===== src/rtl/dadda_seq_mult_8_ctrl.sv =====
// dadda_seq_mult_8_ctrl
//   Sequencer that forms one 8x8 product (unsigned or two's complement) by
//   making four passes through an external, shared 4x4 Dadda multiplier core.
//   Operands are converted to magnitudes on accept, the four nibble-pair
//   partial products are shift-accumulated, and the sign is applied when the
//   last partial product lands.
//
// Ports
//   clk, rst_n            clock, asynchronous active-low reset
//   in_valid/in_ready     operand handshake (in_ready registered)
//   in_a, in_b            8-bit operands
//   in_signed             1 = two's complement operands, 0 = unsigned
//   out_valid/out_ready   product handshake
//   p                     16-bit product (registered, stable until taken)
//   core_a, core_b        nibbles driven to the 4x4 core
//   core_p                8-bit combinational product returned by the core
//
// Parameter
//   EARLY_ZERO            1 = a zero operand skips the multiply passes
module dadda_seq_mult_8_ctrl #(
    parameter bit EARLY_ZERO = 1'b1
) (
    input  logic        clk,
    input  logic        rst_n,
    input  logic        in_valid,
    output logic        in_ready,
    input  logic [7:0]  in_a,
    input  logic [7:0]  in_b,
    input  logic        in_signed,
    output logic        out_valid,
    input  logic        out_ready,
    output logic [15:0] p,
    output logic [3:0]  core_a,
    output logic [3:0]  core_b,
    input  logic [7:0]  core_p
);

    typedef enum logic [1:0] {IDLE, MUL, DONE} state_t;

    state_t      state, state_nxt;
    logic [7:0]  ma, mb;
    logic        neg;
    logic [15:0] acc;
    logic [1:0]  step;
    logic [15:0] term;
    logic [15:0] sum;
    logic        accept;
    logic        zero_op;

    // Magnitude of an operand; -128 maps to 8'h80, which is correct as unsigned.
    function automatic logic [7:0] mag8(input logic [7:0] v, input logic is_signed);
        logic signed [7:0] sv;
        sv = v;
        if (is_signed && (sv < 0))
            return ~v + 8'd1;
        return v;
    endfunction

    // Two's-complement negation modulo 2^16 when the product is negative.
    function automatic logic [15:0] apply_sign(input logic [15:0] m, input logic n);
        return n ? (~m + 16'd1) : m;
    endfunction

    // in_ready is only ever high in IDLE, so no state qualifier is needed.
    assign accept  = in_valid && in_ready;
    assign zero_op = (in_a == 8'd0) || (in_b == 8'd0);
    assign sum     = acc + term;

    // Nibble selection and partial-product alignment for the current pass.
    always_comb begin
        core_a = 4'd0;
        core_b = 4'd0;
        term   = 16'd0;
        if (state == MUL) begin
            case (step)
                2'd0: begin
                    core_a = ma[3:0];
                    core_b = mb[3:0];
                    term   = {8'd0, core_p};
                end
                2'd1: begin
                    core_a = ma[7:4];
                    core_b = mb[3:0];
                    term   = {4'd0, core_p, 4'd0};
                end
                2'd2: begin
                    core_a = ma[3:0];
                    core_b = mb[7:4];
                    term   = {4'd0, core_p, 4'd0};
                end
                default: begin
                    core_a = ma[7:4];
                    core_b = mb[7:4];
                    term   = {core_p, 8'd0};
                end
            endcase
        end
    end

    always_ff @(posedge clk or negedge rst_n) begin
        if (!rst_n)
            state <= IDLE;
        else
            state <= state_nxt;
    end

    always_comb begin
        state_nxt = state;
        case (state)
            IDLE: begin
                if (accept)
                    state_nxt = (EARLY_ZERO && zero_op) ? DONE : MUL;
            end
            MUL: begin
                if (step == 2'd3)
                    state_nxt = DONE;
            end
            DONE: begin
                if (out_valid && out_ready)
                    state_nxt = IDLE;
            end
            default: state_nxt = IDLE;
        endcase
    end

    always_ff @(posedge clk or negedge rst_n) begin
        if (!rst_n) begin
            in_ready  <= 1'b0;
            out_valid <= 1'b0;
            p         <= 16'd0;
            acc       <= 16'd0;
            step      <= 2'd0;
            ma        <= 8'd0;
            mb        <= 8'd0;
            neg       <= 1'b0;
        end else begin
            case (state)
                IDLE: begin
                    if (accept) begin
                        ma       <= mag8(in_a, in_signed);
                        mb       <= mag8(in_b, in_signed);
                        neg      <= in_signed & (in_a[7] ^ in_b[7]);
                        acc      <= 16'd0;
                        step     <= 2'd0;
                        in_ready <= 1'b0;
                        if (EARLY_ZERO && zero_op)
                            p <= 16'd0;
                    end else begin
                        in_ready <= 1'b1;
                    end
                end
                MUL: begin
                    acc  <= sum;
                    step <= step + 2'd1;
                    if (step == 2'd3) begin
                        p         <= apply_sign(sum, neg);
                        out_valid <= 1'b1;
                    end
                end
                DONE: begin
                    // The zero shortcut enters DONE with out_valid still low;
                    // it rises one edge after the accept.
                    if (!out_valid) begin
                        out_valid <= 1'b1;
                    end else if (out_ready) begin
                        out_valid <= 1'b0;
                        in_ready  <= 1'b1;
                    end
                end
                default: ;
            endcase
        end
    end

endmodule


===== config.mk =====
export PLATFORM = sky130hd
export DESIGN_NAME = dadda_seq_mult_8_ctrl
export DESIGN_NICKNAME = d
export VERILOG_FILES = /design/src/rtl/dadda_seq_mult_8_ctrl.sv
export SDC_FILE = /design/constraint.sdc
export NUM_CORES = 1
export LEC_CHECK = 0
export CORE_MARGIN = 1
export CORE_UTILIZATION = 60
export DETAILED_ROUTE_END_ITERATION = 8
export MAX_ROUTING_LAYER = met4
export PLACE_DENSITY = 0.87
export RECOVER_POWER = 50
export SLEW_MARGIN = 20
export SYNTH_ARGS = -nofsm -noshare
export SYNTH_HDL_FRONTEND = slang
export SYNTH_SLANG_ARGS = --single-unit
export TNS_END_PERCENT = 100

===== constraint.sdc =====
create_clock -name clk -period 5.5 [get_ports clk]
set_clock_uncertainty 0.2 [all_clocks]
set_input_delay 0.825 -clock clk [delete_from_list [all_inputs] [get_ports clk]]
set_output_delay 0.825 -clock clk [all_outputs]
set_load 0.02 [all_outputs]

### After elaboration in Yosys (flattened, before gate mapping)

Index checks and enable logic that the tools add are counted.

* bits in registers: 55
* input port bits: 29
* output and inout bits: 26
* word-level logic and storage cells: 91

* add/sub/neg operators: 5
* order comparisons: 2
* equal/unequal tests: 11
* multiplexer cells: 38
* bitwise logic cells: 5
* reductions and logical operators: 21

Operators by type and width (count)
* $mux 16: 6
* $pmux 16 s2: 3
* $mux 8: 4
* $add 16x1->16 const B: 1
* $add 16x16->16: 1
* $add 8x1->8 const B: 2
* $logic_not 8->1: 2
* $lt 8x1->1 const B: 2
* $mux 4: 4
* $not 16->16: 1
* $not 8->8: 2
* $mux 1: 12
* $mux 2: 5
* $ne 2x2->1 const B: 5
* $eq 2x2->1 const B: 3
* $pmux 2 s3: 1
* $reduce_and 2->1: 3
* $reduce_and 3->1: 2
* $reduce_bool 2->1: 3
* $reduce_or 2->1: 3
* $eq 2x1->1 const B: 2
* $logic_and 1x1->1: 4
* $logic_not 2->1: 2
* $pmux 1 s2: 2
* 7 further kinds: 7

### Depth between registers and ports, before layout

Gate-level depths: netlist (run 1).

* word-level depth: 10
* mapped depth: 17
* depth with buffers taken out: 15

### Worst setup path before layout (run 1)

No wires, ideal clock.

* kind: reg-to-reg
* from: reg step[0]
* to: reg p[15]
* setup time: 0.121 ns
* arrival: 3.490 ns
* data required time: 5.179 ns
* setup slack: 1.688 ns
* stages on the path, launching flop included: 17
* path buffers: 2
* clock period less this slack: 3.812 ns
* path through: dfrtp_1 -> inv_1 -> ha_1 -> clkbuf_1 -> clkbuf_1 -> and3_1 -> ha_1 -> fa_1 -> a21o_1 -> a221oi_4 -> o21ai_1 -> xor2_1 -> and4bb_1 -> nand3_2 -> o41ai_2 -> xnor2_1 -> o21ai_1

* cells in the longest elaborated chain, start to end: 10
* elaborated cells between the ends (all ways): 15
* classes of those cells: add/sub: 2; eq/ne: 4; mux: 5; bitwise: 1; reduce/logical: 3

Ends and longest elaborated chain
* start, declared: line 44 `logic [1:0] step;`
* start signal, assigned: line 154 `step <= step + 2'd1;`
* $eq 2x2->1 or $eq 2x1->1 (tied branches): line 75 `case (step)`
* $reduce_or 2->1 (no line)
* $pmux 16 s2: line 75
* $mux 16: line 74 `if (state == MUL) begin`
* $add 16x16->16: line 67 `assign sum = acc + term;`
* $not 16->16: line 61 `return n ? (~m + 16'd1) : m;`
* $add 16x1->16: line 61
* $mux 16: line 61
* $mux 16: line 155 `if (step == 2'd3) begin`
* $pmux 16 s2: line 137 `case (state)`
* end signal, assigned: line 156 `p <= apply_sign(sum, neg);`
* end, declared: line 32 `output logic [15:0] p,`

Several ways; a longest one is shown, not always the timed one. The select of a mux whose other input is x is not followed.
A chain may end at the register's enable or synchronous reset.

### Worst setup path in the final report (run 1)

Ends and elaborated chain as after synthesis.

==> impl_metrics.yaml, run 1 <==
grt:
  busiest_layer: "met2"
  grt_antenna_before_repair: 0
  grt_pass1_wl_um: 14700
  grtUsageTotal: 0.296
  grt_overflow_total: 0
  grt_pass1_vias: 3264
  use_met1: 0.338
  use_met2: 0.527
  use_met3: 0.0444
  grt_start_max_net_pins: 56
placed_design:
  portBuffers: 54
  place.gp.congestion: 0.904
  dp_hpwl_um: 6510
  dp_slack_ns: 1.11
run_status:
  failed_checks: "capacitance limit, slew limit"
  run_status: "finished with violations"
pwr:
  ir_worst_vdd_v: 0.000338
  power-per-cell-area_nw_per_um2: 556
  leakage_nw: 2.00
sta:
  tightest_slew_ns: 2.86
  setup_viol: 0
  slew_violations: 105
  finalCritPeriodShare: 0.789
  relSlewSlack: -0.906
  finalHoldViolCount: 0
  rsz0062_at_grt: "no"
  post-route-min-period_ns: 4.34
  timing.fmax_ghz: 0.230
  final.setup.tns_ns: 0
  timing.final.ws_setup_ns: 1.16
  whs_ns: 0.283
setup_path:
  max_stage_delay_ns: 0.54
  worst-setup-path-type: "flop to flop"
  reg2reg_depth: 14
  cp.arrival_ns: 4.34
  cp_max_fo: 17
  r2r-end: "p[15]"
  required_ns: 5.50
  path_cells: "ha_1, nor2_1, and3_1, ha_1, fa_1, a21o_1, a221oi_4, o21ai_1, xor2_1, and4bb_1, nand3_2, o41ai_2, xnor2_1, o21ai_1"
  r2r-start: "step[0]"
  critPathCaptureType: "flop"
  startpoint_type: "flop"
  rrSetupSlack_ns: 1.16
  slowest_stage: "ha_1"
drt:
  wl_per_cell_um: 15.7
  ant_nets: 0
  routed_wl_um: 8840
  viasPerCell: 6.05
  num_vias: 3411
  first_pass_iters: 5
  drt_iter0_markers: 204
  route.detailed.drc: 0
cts:
  cts_sinks: 55
  post_cts_buffers: 0
  cts_resized: 0
  root_buffer: "clkbuf_8"
  clock_path_buffers: 2
  holdBufCountCts: 0
  cts.htree.levels: 2
  cts_tree: "yes"
  numCtsBuffers: 5
  clkLatencyLatePin_ns: 0.32
  cts.clk_slew.worst_paths_ns: 0.10
synthesis:
  netlist_area_sq_um: 3810
  synth_edf_count: 0
  async_flop_share: 1.00
  ys_seq_area_frac: 0.361
  yosys.area.top_type_share: 0.361
  syn_area_per_cell_sq_um: 8.51
  synthTopCellsByArea: "dfrtp_1 36%, ha_1 7.2%, nand2_1 7.2%"
  synth_area_leader_cell: "dfrtp_1"
  syn_inst: 448
  synth-main-ff-cell: "dfrtp_1"
  synth_cell_types: 61
  synth_nets: 500
  yosysWarnings: 0
  ys_ff_latch: 55
floorplanning:
  core_area_sq_um: 6030
  initial_utilization: 0.632
  row_count: 28
  die_area_sq_um: 6670
  fp.dieW_um: 81.7
  dieHeight_um: 81.7
  ios: 55
final_layout:
  final_cell_mix: "73 x nand2_1, 55 x dfrtp_1, 52 x o21ai_0, 52 x clkdlybuf4s50_1, 30 x nand3_1"
  area_delta_synth_final_pct: 16.8
  n_antenna_cell: 0
  nets: 541
  drive_gt1_frac: 0.0511
  nFillCells: 458
  fin_util: 0.739
  layout_commonest_cell: "nand2_1"
worst_hold_path:
  holdCritPathClass: "flop to flop"
  hp-start: "p[1]"
  hold_depth: 2
  holdPathEnd: "p[1]"
job:
  maxCapViolCount: 2
==> through the flow <==
step | cells | instance area, sq um | power, mW
after detailed placement | 557 | 4350 | 2.20
after floorplan | 448 | 3810 | 1.79
after CTS | 564 | 4460 | 2.48
after global placement | 557 | 4350 | 2.13
after global routing | 564 | 4450 | 2.67
final | 564 | 4450 | 2.48
==> cell usage after synthesis (2+ instances only) <==
cell	number
nand2_1	73
dfrtp_1	55
o21ai_0	53
nand3_1	30
nor2_1	25
ha_1	22
xnor2_1	21
a21oi_1	18
clkbuf_1	17
xor2_1	17
inv_1	14
and3_1	9
o31ai_1	9
a22oi_1	8
nor3_1	7
o21ai_1	5
a31oi_1	4
or3_1	4
a211oi_1	3
a21o_2	3
and2_1	3
mux2i_1	3
o211a_1	3
a21o_1	2
buf_1	2
buf_6	2
nor2b_1	2
==> area by class of cell <==
cell class | count | area (sq um) | share of cell area
clock inverter | 2 | 37.5 | 0.00843
inverter | 14 | 52.6 | 0.0118
sequential | 55 | 1380 | 0.309
clock buffer | 5 | 68.8 | 0.0155
timing repair buffer | 58 | 558 | 0.125
tap | 75 | 93.8 | 0.0211
multi-input combinational | 355 | 2260 | 0.509
==> kinds of logic (layout without fill, tap and decap cells) <==
group                    Yosys count  count (layout)  synth area share
AO/OA/AOI/OAI                    123             123             0.208
XOR/XNOR                          39              39            0.0916
adder cells (fa/ha/maj)           23              23            0.0775
buffers and inverters             38              79            0.0446
flip-flops                        55              55             0.361
multiplexers                       3               3           0.00788
AND/OR/NAND/NOR                  167             167             0.209
==> worst max path at each step <==
stage	slack, ns	from	endpoint
after floorplan	1.69	step[0]	p[15]
after global placement	1.22	core_p[0]	p[15]
after detailed placement	1.11	core_p[0]	p[15]
after CTS	1.21	step[0]	p[15]
after global routing	0.88	step[0]	p[14]
final	1.16	step[0]	p[15]
==> layer usage <==
layer	vias up	routed length, um
li1	1658	-
met1	1587	3600
met2	133	4520
met3	33	476
met4	0	235
met5	-	0
==> report_power, final <==
part	leakage [nW]	internal, mW	switching, mW
Combinational	1.24	0.600	0.939
Sequential	0.715	0.562	0.110
Clock	0.0502	0.133	0.133
Total	2.00	1.30	1.18
==> worst max-delay path: cells and delay by family (launching register included) <==
family | cells | cell delay [ns]
DFF | 1 | 0.43
and+or+nand+nor | 4 | 0.85
adders and majority gates | 3 | 1.20
xor gates and xnor gates | 2 | 0.37
AOI/OAI and AO/OA | 5 | 1.17
==> flip-flops by register name, indices dropped and copies added, names as in the netlist <==
name and count:
acc 16, in_ready 1, step 2, mb 8, state 2, p 16, out_valid 1, ma 8
neg 1
Power figures use the tool's default switching activity.
==> run 2: changes to the inputs <==
- CORE_UTILIZATION: 60 -> 55
- PLACE_DENSITY: 0.87 -> 0.81
- clock period: 5.5 -> 4.3 ns (I/O delays scaled with it)
==> run 2 against run 1 <==
The flow still finishes with violations (capacitance limit, slew limit). Sequential share of layout area down 0.33 points. Die area up 8.9%. Cell count up 1.6%. Routed wire length down 0.27%. Non-clock buffer count up 6. Largest power group unchanged. Highest routed layer unchanged.
==> impl_metrics.yaml, run 2 (synthesis gave the netlist of run 1 again) <==
sta:
  tightest_slew_ns: 2.88
  relSlewSlack: -0.923
  final.setup.tns_ns: 0
  finalCritPeriodShare: 0.954
  finalHoldViolCount: 0
  post-route-min-period_ns: 4.10
  timing.fmax_ghz: 0.244
  slew_violations: 105
  timing.final.ws_setup_ns: 0.199
  rsz0062_at_grt: "no"
  setup_viol: 0
setup_path:
  critPathCaptureType: "flop"
  max_stage_delay_ns: 0.50
  required_ns: 4.29
  worst-setup-path-type: "flop to flop"
  cp.arrival_ns: 4.09
  startpoint_type: "flop"
  crit_buf_inv: 1
  path_cells: "inv_1, ha_1, nor2b_1, a22oi_1, nor2_1, ha_1, o211a_1, a211oi_1, a311o_1, a21oi_1, or3_2, a31oi_2, o41ai_2, xnor2_1, o21ai_1"
  cp_max_fo: 6
  slowest_stage: "or3_2"
  path_delay_family: "compound AO/OA/AOI/OAI gates"
  crit_top_cell: "ha_1"
final_layout:
  nets: 547
  fin_util: 0.689
  top_regs: "acc: 16 flops, p: 16 flops"
  drive_gt1_frac: 0.0685
  layout_commonest_cell: "nand2_1"
  n_antenna_cell: 0
  layout.cells.non_filler: 573
  final_cell_mix: "73 x nand2_1, 55 x dfrtp_1, 52 x o21ai_0, 52 x clkdlybuf4s50_1, 30 x nand3_1"
  nFillCells: 546
  area_delta_synth_final_pct: 18.1
grt:
  grt_pass1_wl_um: 15300
  grtUsageTotal: 0.272
  grt_pass1_vias: 3398
  grt_start_max_net_pins: 56
  grt_antenna_before_repair: 0
  grt_overflow_total: 0
floorplanning:
  ios: 55
  dieHeight_um: 85.2
  die_area_sq_um: 7270
  core_area_sq_um: 6530
  row_count: 29
  initial_utilization: 0.584
  fp.dieW_um: 85.2
cts:
  cts.clk_slew.worst_paths_ns: 0.10
  cts_tree: "yes"
  cts_sinks: 55
  numCtsBuffers: 5
  clock_path_buffers: 2
  clkLatencyLatePin_ns: 0.32
  post_cts_buffers: 0
  holdBufCountCts: 0
  root_buffer: "clkbuf_8"
  cts.htree.levels: 2
pwr:
  swShare: 0.479
  leakage_nw: 2.03
  ir_worst_vdd_v: 0.000321
  power_frac_comb: 0.634
  p_total_mw: 3.19
  p_int_mw: 1.66
  pwr-share-seq: 0.270
  clock_power_share: 0.096
  power-per-cell-area_nw_per_um2: 709
  switching_power_mw: 1.53
drt:
  route.detailed.drc: 0
  routed_wl_um: 8810
  first_pass_iters: 6
  viasPerCell: 5.93
  num_vias: 3398
  ant_nets: 0
  drt_iter0_markers: 343
  wl_per_cell_um: 15.4
placed_design:
  dp_hpwl_um: 6550
  place_inst: 565
  place.gp.congestion: 0.931
  dp_slack_ns: 0.0864
  portBuffers: 54
run_status:
  failed_checks: "capacitance limit, slew limit"
  run_status: "finished with violations"
job:
  maxCapViolCount: 2
worst_hold_path:
  holdCritPathClass: "flop to flop"
run 2: tightest hold or removal path, delay by kind of cell (launching register included):
kind | cells | cell delay, ns
flip-flops | 1 | 0.35
AND/OR/NAND/NOR | 1 | 0.05
AO/OA/AOI/OAI | 1 | 0.05
run 2: final timing paths:
| kind | start | end | slack [ns] | depth (start not counted) |
|---|---|---|---|---|
| setup / recovery | step[0] | p[15] | 0.20 | 15 |
| hold / removal | p[2] | p[2] | 0.28 | 2 |
| setup reg to reg | step[0] | p[15] | 0.20 | 15 |
| hold reg to reg | p[2] | p[2] | 0.28 | 2 |
| max in group asynchronous | rst_n | acc[12] | 1.12 | 2 |
| min in group asynchronous | rst_n | acc[1] | 1.14 | 2 |
run 2: what timing repair did:
| item | 4_1_cts | 5_1_grt |
|---|---|---|
| endpoints found under the hold margin | 0 | 0 |
| resized for setup | 0 | 2 |
| endpoints found under the setup margin | 0 | 2 |
run 2: layout make-up:
type / count / area, sq um / share of cell area
multi-input combinational: 355 / 2270 / 0.505
sequential: 55 / 1380 / 0.306
timing repair buffer: 64 / 603 / 0.134
tap: 77 / 96.3 / 0.0214
clock buffer: 6 / 82.6 / 0.0184
inverter: 14 / 52.6 / 0.0117
clock inverter: 2 / 16.3 / 0.00362
run 2: per-layer routing:
layer,vias to the layer above,GRT usage,part of all wire,routed length (um)
li1,1677,-,-,-
met1,1581,0.331,0.43,3770
met2,120,0.455,0.50,4420
met3,20,0.0389,0.049,430
met4,0,0.109,0.022,192
met5,-,-,0,0
run 2: power by group through the flow:
stage / Clock, mW / Combinational, mW / Sequential, mW
after floorplan: 0 / 1.40 / 0.891
after global placement: 0 / 1.94 / 0.862
after detailed placement: 0 / 1.99 / 0.868
after CTS: 0.311 / 2.01 / 0.860
after global routing: 0.331 / 2.25 / 0.887
final: 0.308 / 2.02 / 0.862
run 2: metrics by stage:
step           cell area [sq um]  hold WS (ns)
2_1_floorplan               3810         0.149
3_3_place_gp                4400         0.257
3_5_place_dp                4400         0.265
4_1_cts                     4500         0.276
5_1_grt                     4500         0.301
6_report                    4500         0.281
==> run 3: changes to the inputs <==
- MAX_ROUTING_LAYER: met4 -> unset
- PLACE_DENSITY: 0.81 -> 0.79
==> run 3 against run 2 <==
The flow still finishes with violations (capacitance limit, slew limit). First-iteration DRC count decreased by 56%. Count of clock-buffer cells in the layout unchanged. Global-route usage decreased by 1.7 points. Sequential power about the same. Utilization decreased by 0.27 points. Die area unchanged. Final area decreased by 0.39%. Cell count decreased by 0.17%. Largest power group unchanged.
==> impl_metrics.yaml, run 3 (synthesis gave the netlist of run 1 again) <==
run_status:
  run_status: "finished with violations"
  failed_checks: "capacitance limit, slew limit"
final_layout:
  nets: 546
  top_regs: "acc: 16 flops, p: 16 flops"
  area_delta_synth_final_pct: 17.6
  n_antenna_cell: 0
  final_cell_mix: "73 x nand2_1, 55 x dfrtp_1, 52 x o21ai_0"
  drive_gt1_frac: 0.0687
  layout_commonest_cell: "nand2_1"
  nFillCells: 559
drt:
  drt_iter0_markers: 151
  dr.max_layer_used: "met4"
  routed_wl_um: 8580
  route.detailed.drc: 0
  first_pass_iters: 4
  wl_per_cell_um: 15.0
  met2_length_um: 4260
  wl_met1_um: 3720
  viasPerCell: 5.81
  num_vias: 3324
  ant_nets: 0
  met3_length_um: 399
sta:
  rsz0062_at_grt: "no"
  post-route-min-period_ns: 4.03
  finalCritPeriodShare: 0.937
  setup_viol: 0
  timing.final.ws_setup_ns: 0.269
  timing.fmax_ghz: 0.248
  slew_violations: 56
  relSlewSlack: -0.901
  finalHoldViolCount: 0
  final.setup.tns_ns: 0
  tightest_slew_ns: 2.85
setup_path:
  r2r-end: "p[15]"
  path_cells: "inv_1, ha_2, a22oi_1, nor3_1, ha_1, a21o_1, a21oi_1, a311o_1, a21oi_1, o41ai_1, or2b_2, xnor2_1, xnor2_1, o21ai_1"
  worst-setup-path-type: "flop to flop"
  slowest_stage: "dfrtp_1"
  max_stage_delay_ns: 0.45
  startpoint_type: "flop"
  cp.arrival_ns: 4.02
  required_ns: 4.29
  path_delay_family: "compound AO/OA/AOI/OAI gates"
  critPathCaptureType: "flop"
  reg2reg_depth: 14
  rrSetupSlack_ns: 0.27
  path_depth: 14
  crit_buf_inv: 1
  r2r-start: "step[0]"
  cp_max_fo: 18
grt:
  grt_pass1_wl_um: 14700
  grtUsageTotal: 0.255
  grt_overflow_total: 0
  grt_antenna_before_repair: 0
  grt_start_max_net_pins: 56
  grt_pass1_vias: 3306
floorplanning:
  core_area_sq_um: 6530
  die_area_sq_um: 7270
  ios: 55
  initial_utilization: 0.584
  row_count: 29
  fp.dieW_um: 85.2
  dieHeight_um: 85.2
cts:
  cts_sinks: 55
  root_buffer: "clkbuf_8"
  numCtsBuffers: 5
  clkLatencyLatePin_ns: 0.31
  cts_tree: "yes"
  holdBufCountCts: 0
  cts.clk_slew.worst_paths_ns: 0.10
  clock_path_buffers: 2
  cts.htree.levels: 2
worst_hold_path:
  holdCritPathClass: "flop to flop"
  hold_depth: 2
  hp-start: "p[1]"
  holdPathEnd: "p[1]"
pwr:
  leakage_nw: 2.04
  ir_worst_vdd_v: 0.000329
  power-per-cell-area_nw_per_um2: 700
placed_design:
  portBuffers: 54
  place.gp.congestion: 0.902
  dp_slack_ns: 0.0964
  dp_hpwl_um: 6630
job:
  maxCapViolCount: 1
==> run 3: worst max-delay path by stage <==
stage	start	end	slack [ns]
floorplan	step[0]	p[15]	0.49
global placement	core_p[4]	p[15]	0.16
detailed placement	core_p[0]	p[15]	0.1
CTS	step[0]	p[15]	0.16
global route	step[0]	p[15]	0.01
finish	step[0]	p[15]	0.27
==> run 3: worst reg2reg max path, delay by kind of cell (launching register included) <==
| family | cells | cell delay [ns] |
|---|---|---|
| adders and majority gates | 2 | 0.71 |
| and+or+nand+nor | 2 | 0.53 |
| xor gates and xnor gates | 2 | 0.47 |
| DFF | 1 | 0.45 |
| buffers and inverters | 1 | 0.12 |
| AOI/OAI and AO/OA | 7 | 1.44 |
==> run 3: routing by layer <==
layer | vias to the layer above | GRT usage
li1 | 1668 | -
met1 | 1558 | 0.297
met4 | 0 | 0.0894
met3 | 16 | 0.0477
met5 | - | 0
met2 | 82 | 0.466
==> run 3: power breakdown <==
part           switching (mW)  internal [mW]
Combinational            1.20          0.800
Clock                   0.166          0.114
Sequential              0.144          0.719
Total                    1.51           1.63
==> run 3: what timing repair did <==
item                                    4_1_cts  5_1_grt
hold endpoints to repair                      0        0
gates resized for setup                       0        3
buffers inserted                              0        0
endpoints found under the setup margin        0        4
==> run 3: cell type report <==
| type | count | area, sq um | share of cell area |
|---|---|---|---|
| clock inverter | 2 | 12.5 | 0.00279 |
| sequential | 55 | 1380 | 0.307 |
| inverter | 14 | 52.6 | 0.0117 |
| tap | 77 | 96.3 | 0.0215 |
| timing repair buffer | 63 | 599 | 0.134 |
| clock buffer | 6 | 72.6 | 0.0162 |
| multi-input combinational | 355 | 2270 | 0.507 |
==> run 3: per-stage QoR <==
step / area [sq um] / utilization / hold WS [ns] / instances / power (mW)
CTS: 4480 / 0.686 / 0.282 / 572 / 3.15
finish: 4480 / 0.686 / 0.275 / 572 / 3.14
floorplan: 3810 / - / 0.149 / 448 / 2.29
global route: 4480 / 0.686 / 0.300 / 572 / 3.41
detailed placement: 4390 / 0.673 / 0.266 / 564 / 2.86
global placement: 4390 / 0.673 / 0.257 / 564 / 2.79
